--- config.mk ---
export PLATFORM = sky130hd
export DESIGN_NAME = fetch_seq
export DESIGN_NICKNAME = d
export VERILOG_FILES = /design/src/rtl/fetch_pkg.sv /design/src/rtl/fetch_seq_pc_reg.sv /design/src/rtl/fetch_seq.sv
export SDC_FILE = /design/constraint.sdc
export NUM_CORES = 1
export LEC_CHECK = 0
export CORE_MARGIN = 2
export CORE_UTILIZATION = 44
export DETAILED_ROUTE_END_ITERATION = 10
export GPL_TIMING_DRIVEN = 0
export PLACE_DENSITY = 0.82
export SYNTH_ARGS = -nofsm -noshare
export SYNTH_HDL_FRONTEND = slang
export SYNTH_SLANG_ARGS = --single-unit
--- constraint.sdc ---
create_clock -name clk -period 4.16 [get_ports clk]
set_input_delay 0.832 -clock clk [delete_from_list [all_inputs] [get_ports clk]]
set_output_delay 0.832 -clock clk [all_outputs]
set_load 0.02 [all_outputs]
--- src/rtl/fetch_pkg.sv ---
// Shared fetch-stage definitions: FSM state encodings, reset vector and next-pc op codes.
package fetch_pkg;

  localparam logic [31:0] RESET_PC_DEFAULT = 32'h0000_3000;

  localparam logic [1:0] ST_REQ    = 2'd0;
  localparam logic [1:0] ST_HOLD   = 2'd1;
  localparam logic [1:0] ST_SQUASH = 2'd2;

  typedef enum logic [1:0] {
    NPC_PC4    = 2'd0,
    NPC_BRANCH = 2'd1,
    NPC_JUMP   = 2'd2,
    NPC_JR     = 2'd3
  } npc_op_e;

  function automatic logic [31:0] seq_pc(input logic [31:0] pc);
    return pc + 32'd4;
  endfunction

endpackage

--- src/rtl/fetch_seq_pc_reg.sv ---
// Program-counter register: 32-bit, load enable, resets to the fetch reset vector.
module pc_reg
  import fetch_pkg::*;
#(
  parameter logic [31:0] RESET_PC = RESET_PC_DEFAULT
) (
  input  logic        clk,
  input  logic        rst,
  input  logic        load,
  input  logic [31:0] d,
  output logic [31:0] q
);

  always_ff @(posedge clk or posedge rst) begin
    if (rst)
      q <= RESET_PC;
    else if (load)
      q <= d;
  end

endmodule

--- src/rtl/fetch_seq.sv ---
// Instruction fetch sequencer: issues one fetch at a time, holds the word for decode,
// and squashes in-flight fetches when the resolved next-pc redirects the stream.
module fetch_seq
  import fetch_pkg::*;
#(
  parameter logic [31:0] RESET_PC = RESET_PC_DEFAULT
) (
  input  logic        clk,
  input  logic        rst,
  input  logic        redirect_valid,
  input  logic [31:0] redirect_pc,
  output logic        imem_req,
  output logic [31:0] imem_addr,
  input  logic        imem_ack,
  input  logic [31:0] imem_rdata,
  output logic        out_valid,
  output logic [31:0] out_pc,
  output logic [31:0] out_instr,
  input  logic        out_ready
);

  logic [1:0]  state;
  logic [1:0]  state_nxt;
  logic [31:0] pc_q;
  logic [31:0] pc_d;
  logic        pc_load;
  logic [31:0] pend_pc;
  logic        pend_load;
  logic        capture;

  pc_reg #(.RESET_PC(RESET_PC)) u_pc_reg (
    .clk  (clk),
    .rst  (rst),
    .load (pc_load),
    .d    (pc_d),
    .q    (pc_q)
  );

  // A redirect arriving together with the squashed fetch's ack is the newest target.
  always_comb begin
    state_nxt = state;
    pc_load   = 1'b0;
    pc_d      = pc_q;
    pend_load = 1'b0;
    capture   = 1'b0;
    case (state)
      ST_REQ: begin
        if (imem_ack) begin
          if (redirect_valid) begin
            pc_load = 1'b1;
            pc_d    = redirect_pc;
          end else begin
            capture   = 1'b1;
            state_nxt = ST_HOLD;
          end
        end else if (redirect_valid) begin
          pend_load = 1'b1;
          state_nxt = ST_SQUASH;
        end
      end
      ST_HOLD: begin
        if (redirect_valid) begin
          pc_load   = 1'b1;
          pc_d      = redirect_pc;
          state_nxt = ST_REQ;
        end else if (out_ready) begin
          pc_load   = 1'b1;
          pc_d      = seq_pc(out_pc);
          state_nxt = ST_REQ;
        end
      end
      ST_SQUASH: begin
        if (imem_ack) begin
          pc_load   = 1'b1;
          pc_d      = redirect_valid ? redirect_pc : pend_pc;
          state_nxt = ST_REQ;
        end else if (redirect_valid) begin
          pend_load = 1'b1;
        end
      end
      default: state_nxt = ST_REQ;
    endcase
  end

  always_ff @(posedge clk or posedge rst) begin
    if (rst) begin
      state     <= ST_REQ;
      pend_pc   <= 32'd0;
      out_pc    <= 32'd0;
      out_instr <= 32'd0;
    end else begin
      state <= state_nxt;
      if (pend_load)
        pend_pc <= redirect_pc;
      if (capture) begin
        out_pc    <= pc_q;
        out_instr <= imem_rdata;
      end
    end
  end

  // Request is withheld during reset so an abandoned fetch is never re-presented.
  assign imem_req  = !rst && (state != ST_HOLD);
  assign imem_addr = pc_q;
  assign out_valid = (state == ST_HOLD);

endmodule

==> results of run 1 <==
-- routing by layer --
layer | vias to the layer above | part of all wire (%) | GRT usage, %
li1 | 2394 | - | -
met1 | 2620 | 40 | 31.3
met2 | 298 | 47 | 39.0
met3 | 42 | 11 | 8.26
met4 | 0 | 2.6 | 11.4
met5 | - | 0 | 0
-- power by group --
group          internal, mW  switching, mW  total, mW  leakage, nW
clock                 0.864          0.515       1.38        0.268
sequential             1.92          0.561       2.48         1.54
combinational          1.75           1.95       3.70         1.72
-- cell usage in the layout, fill, tap and decap left out, types with 4 or more instances in the layout --
cell type / synthesis / layout
a211oi_1: 4 / 4
a21oi_1: 11 / 11
a221oi_1: 15 / 15
a22o_1: 9 / 9
a22oi_1: 5 / 5
and2_1: 5 / 5
and3_1: 4 / 4
and4_1: 4 / 4
buf_2: 4 / 4
clkbuf_1: 25 / 31
clkbuf_16: 0 / 17
clkdlybuf4s50_1: 0 / 166
clkinv_2: 0 / 4
dfrtp_1: 128 / 128
ha_1: 6 / 6
inv_1: 14 / 13
mux2_2: 91 / 91
mux2i_1: 9 / 9
nand2_1: 36 / 36
nand2b_1: 5 / 5
nand3_1: 15 / 15
nand4_1: 10 / 10
nor2_1: 37 / 37
nor2b_1: 4 / 4
nor3_1: 10 / 10
nor4_1: 6 / 6
o211ai_1: 5 / 5
o21ai_0: 25 / 25
o221ai_1: 5 / 5
xnor2_1: 5 / 5
xor2_1: 11 / 11
-- through the flow --
step | std cells | power, mW
2_1_floorplan | 547 | 4.51
3_3_place_gp | 893 | 6.02
3_5_place_dp | 896 | 6.15
4_1_cts | 928 | 7.57
5_1_grt | 928 | 8.01
6_report | 928 | 7.56
-- worst min-delay path by stage --
stage | start | depth (start not counted) | to | slack, ps
3_3_place_gp | pend_pc[17] | 1 | pend_pc[17] | 480
5_1_grt | pend_pc[30] | 1 | pend_pc[30] | 510
3_5_place_dp | pend_pc[17] | 1 | pend_pc[17] | 490
2_1_floorplan | pend_pc[17] | 1 | pend_pc[17] | 470
4_1_cts | pend_pc[17] | 1 | pend_pc[17] | 500
6_report | pend_pc[17] | 1 | pend_pc[17] | 500
-- cell type report --
type	instances	area share, %
Buffer	33	1.61
Clock buffer	26	5.60
Clock inverter	6	0.659
Inverter	14	0.645
Multi-Input combinational cell	370	31.9
Sequential cell	130	37.3
Tap cell	180	2.58
Timing Repair Buffer	169	19.7
-- registers in the layout, indices dropped and copies added, names as in the netlist --
register,flops
out_instr,32
out_pc,32
pend_pc,32
u_pc_reg.q,32
state,2
-- kinds of logic after synthesis --
| kind of cell | Yosys count | synth area share, % |
|---|---|---|
| AOI/OAI and AO/OA | 97 | 11.0 |
| xor gates and xnor gates | 16 | 2.25 |
| adders and majority gates | 6 | 1.20 |
| buffers and inverters | 47 | 3.09 |
| DFF | 130 | 52.2 |
| muxes | 100 | 17.9 |
| and+or+nand+nor | 151 | 12.3 |
==> flow_summary.ini, run 1 <==
[timing]
clock.fmax_mhz = 297
setup_violations = 0
finalHoldViolCount = 0
final_max_slew_viol_count = 0
fin_crit_ps = 3370
final.setup.tns_ps = 0
rsz0062_at_grt = false
clock-skew-final_ps = 8.49
whs_ps = 496
maxSlewHeadroom_pct = 27.9
fin_crit_sh_pct = 80.9
worstMarginPinSlew_ps = 1070
timing.final.ws_setup_ps = 795

[worst_setup_path]
rr_endpoint = u_pc_reg.q[18]
reg2reg_from = state[1]
critical-path-max-stage-delay_ps = 550
critical_path_required_ps = 3330
crit_start = state[1]
cp_slowest_cell = clkdlybuf4s50_1
crit_type = register to primary output
crit_end = imem_req
rrSetupSlack_ps = 1240
path_delay_family = buffers and inverters
reg2reg_depth = 9
path_buf_inv = 4
crit_fanout = 10
crit_chain = inv_1, ha_1, buf_2, buf_1, nor2_1, clkdlybuf4s50_1
startpoint_type = register
cp-end-kind = primary output
crit_cells = 6
worstPathArrival_ps = 2530

[cts]
numCtsBuffers = 17
cts_tree = done
cts_resized = 0
numClockSinks = 130
holdBufCountCts = 0
cts.clk_slew.worst_paths_ps = 50
cts-root-buf = clkbuf_16
clkLatencyLatePin_ps = 420
post_cts_buffers = 0
h-tree-depth = 4
cts_buffer_depth = 2

[cells_and_area]
layout.nets = 810
fillCellCount = 1113
syn2layout_area_growth_pct = 40.1
fin_area_mm2 = 0.00873
drive_gt1_share_pct = 17.4
multi_input_area_mm2 = 0.00278
seq_area_mm2 = 0.00326
diodes = 0
final_util_pct = 62.9

[logic_synthesis]
ys_seq_elements = 130
yosys_warnings = 0
avgSynthCellArea_um2 = 11.4
synth_commonest_cells = dfrtp_1, mux2_2, nor2_1, nand2_1
synth.top_cell.area_share_pct = 51.4
yosys-top-cells-area = dfrtp_1, mux2_2, nor2_1
syn-cell-area_mm2 = 0.00623
yosysSeqAreaShare_pct = 52.2
syn_inst = 547
ys_types = 49
synth_edf_count = 0
synthMostInstantiatedCell = dfrtp_1
synth_nets = 622
ys.flop_type = dfrtp_1
synth_top_cell_by_area = dfrtp_1
ys_async_sr_fraction_pct = 100

[routing]
drtPass1Iterations = 6
drc = 0
totalWireLength_um = 18000
first_iter_violations = 572
final_antenna_net_count = 0
drt-vias-per-instance = 5.77
dr_total_vias = 5354
wl_per_cell_um = 19.3

[placement]
dpl_cell_area_mm2 = 0.00818
port_buffers = 166
pre_cts_slack_ps = 860
place.gp.congestion = 0.860
dp_hpwl_um = 13000

[min_path]
hold_path_class = register to register

[floorplanning]
io_pins = 167
design.core.area_mm2 = 0.0139
die_y_um = 123
start_util_pct = 44.9
dieWidth_um = 123
dieArea_mm2 = 0.0151
rows = 43

[outcome]
status = finished clean

[grt]
grt_pass1_vias = 5463
grt_max_degree = 41
grt_pass1_wl_um = 28500
grt_usage_pct = 24.9
grt-ovfl-total = 0
antenna_found_initial = 0

[power_and_ir_drop]
ir_drop_mv = 0.500
power_per_cell_area_mw_per_mm2 = 866
leakage_nw = 3.53

[job]
cap_viol_max_count = 0
Power figures use the tool's default switching activity.
==> run 2, diff against run 1 <==
--- a/config.mk
+++ b/config.mk
@@ -6,10 +6,10 @@
 export NUM_CORES = 1
 export LEC_CHECK = 0
 export CORE_MARGIN = 2
-export CORE_UTILIZATION = 44
+export CORE_UTILIZATION = 49
 export DETAILED_ROUTE_END_ITERATION = 10
 export GPL_TIMING_DRIVEN = 0
-export PLACE_DENSITY = 0.82
+export PLACE_DENSITY = 0.86
 export SYNTH_ARGS = -nofsm -noshare
 export SYNTH_HDL_FRONTEND = slang
 export SYNTH_SLANG_ARGS = --single-unit
==> constraint.sdc (replaced) <==
create_clock -name clk -period 3.4 [get_ports clk]
set_input_delay 0.68 -clock clk [delete_from_list [all_inputs] [get_ports clk]]
set_output_delay 0.68 -clock clk [all_outputs]
set_load 0.02 [all_outputs]
==> flow_summary.ini, run 2 (synthesized netlist as in run 1, its figures left out) <==
[cts]
cts.clk_slew.worst_paths_ps = 50
post_cts_buffers = 0
cts-root-buf = clkbuf_16
cts_buffer_depth = 2
clkLatencyLatePin_ps = 410
numCtsBuffers = 17
cts_resized = 0
cts_tree = done
numClockSinks = 130
h-tree-depth = 4
holdBufCountCts = 0

[placement]
port_buffers = 166
place.gp.congestion = 0.946
dp_hpwl_um = 13100

[routing]
first_iter_violations = 477
drt-vias-per-instance = 5.97
dr_total_vias = 5487
drc = 0
drtPass1Iterations = 7
totalWireLength_um = 18300
wl_per_cell_um = 20.0
final_antenna_net_count = 0

[timing]
worstMarginPinSlew_ps = 1190
rsz0062_at_grt = false
setup_violations = 0
final_max_slew_viol_count = 0
fin_crit_sh_pct = 95.2
finalHoldViolCount = 0
fin_crit_ps = 3240
maxSlewHeadroom_pct = 20.0
clock.fmax_mhz = 309
clock-skew-final_ps = 5.08

[worst_setup_path]
crit_fanout = 10
crit_type = register to primary output
critical_path_required_ps = 2720
cp-end-kind = primary output
worstPathArrival_ps = 2560
startpoint_type = register

[grt]
grt_pass1_vias = 5607
antenna_found_initial = 0
grt_max_degree = 45
grt_pass1_wl_um = 28600
grt-ovfl-total = 0
grt_usage_pct = 27.8

[min_path]
hold_path_class = register to register

[power_and_ir_drop]
ir_drop_mv = 0.608
power_switching_mw = 3.75
leakage_nw = 3.55
pwr-share-seq_pct = 32.3
power_per_cell_area_mw_per_mm2 = 1070
p_total_mw = 9.39
pwr-share-clk_pct = 19.0
switching_share_pct = 39.9
combPwrFrac_pct = 48.8
p_int_mw = 5.64

[floorplanning]
dieArea_mm2 = 0.0136
die_y_um = 117
io_pins = 167
rows = 41
start_util_pct = 49.8
dieWidth_um = 117
design.core.area_mm2 = 0.0125

[cells_and_area]
final_util_pct = 69.9
final_cell_mix = clkdlybuf4s50_1, dfrtp_1, mux2_2
mostFrequentLayoutCell = clkdlybuf4s50_1
syn2layout_area_growth_pct = 40.4
layout.nets = 810
diodes = 0
drive_gt1_share_pct = 17.4

[outcome]
status = finished clean

[job]
cap_viol_max_count = 0
[run 2: cell count changes in the layout (fill, tap and decap cells not counted), sizes merged]
cell | previous run | this run
bufinv | 1 | 2
clkinvlp | 2 | 1
clkinv | 4 | 3
[run 2: critical path: stages (launching register included)]
cell	delay, ps
dfrtp_1	450
inv_1	110
ha_1	160
buf_2	260
buf_1	500
nor2_1	100
clkdlybuf4s50_1	560
[run 2: worst paths after layout]
kind	depth (start not counted)	start	slack, ps	endpoint
worst min-delay path	1	out_instr[18]	500	out_instr[18]
worst min register to register	1	out_instr[18]	500	out_instr[18]
max in group asynchronous	4	rst	1800	u_pc_reg.q[13]
worst max-delay path	6	state[1]	160	imem_req
min in group asynchronous	2	rst	730	pend_pc[19]
worst max register to register	9	state[1]	500	u_pc_reg.q[10]
[run 2: cell type report]
type | instances | area, um2
Tap cell | 172 | 215
Multi-Input combinational cell | 370 | 2780
Buffer | 33 | 140
Clock inverter | 5 | 75.1
Timing Repair Buffer | 169 | 1720
Inverter | 14 | 56.3
Sequential cell | 130 | 3260
Fill cell | 943 | 3770
Clock buffer | 26 | 499
[run 2: routing by layer]
metal / global-route usage [%] / share of wire [%] / vias to the layer above
met3: 9.27 / 11 / 61
met5: 0 / 0 / -
li1: - / - / 2397
met2: 43.5 / 47 / 331
met4: 15.1 / 3.5 / 0
met1: 34.2 / 39 / 2698
[run 2: power by group through the flow]
stage          logic, mW  registers (mW)  clock network [mW]
2_1_floorplan       1.96            3.56                   0
3_3_place_gp        4.38            2.97                   0
3_5_place_dp        4.53            3.03                   0
4_1_cts             4.57            3.01                1.81
5_1_grt             4.88            3.13                1.88
6_report            4.58            3.03                1.78
[run 2: stage by stage]
step | TNS, ps | cells | setup WS, ps | hold WS (ps) | instance area [um2]
after floorplan | 0 | 547 | 909 | 472 | 6240
after global placement | -625 | 885 | -11.3 | 483 | 8110
after detailed placement | 0 | 888 | 210 | 494 | 8170
after CTS | 0 | 919 | 178 | 504 | 8750
after global routing | 0 | 919 | 64.2 | 509 | 8750
final | 0 | 919 | 162 | 500 | 8750
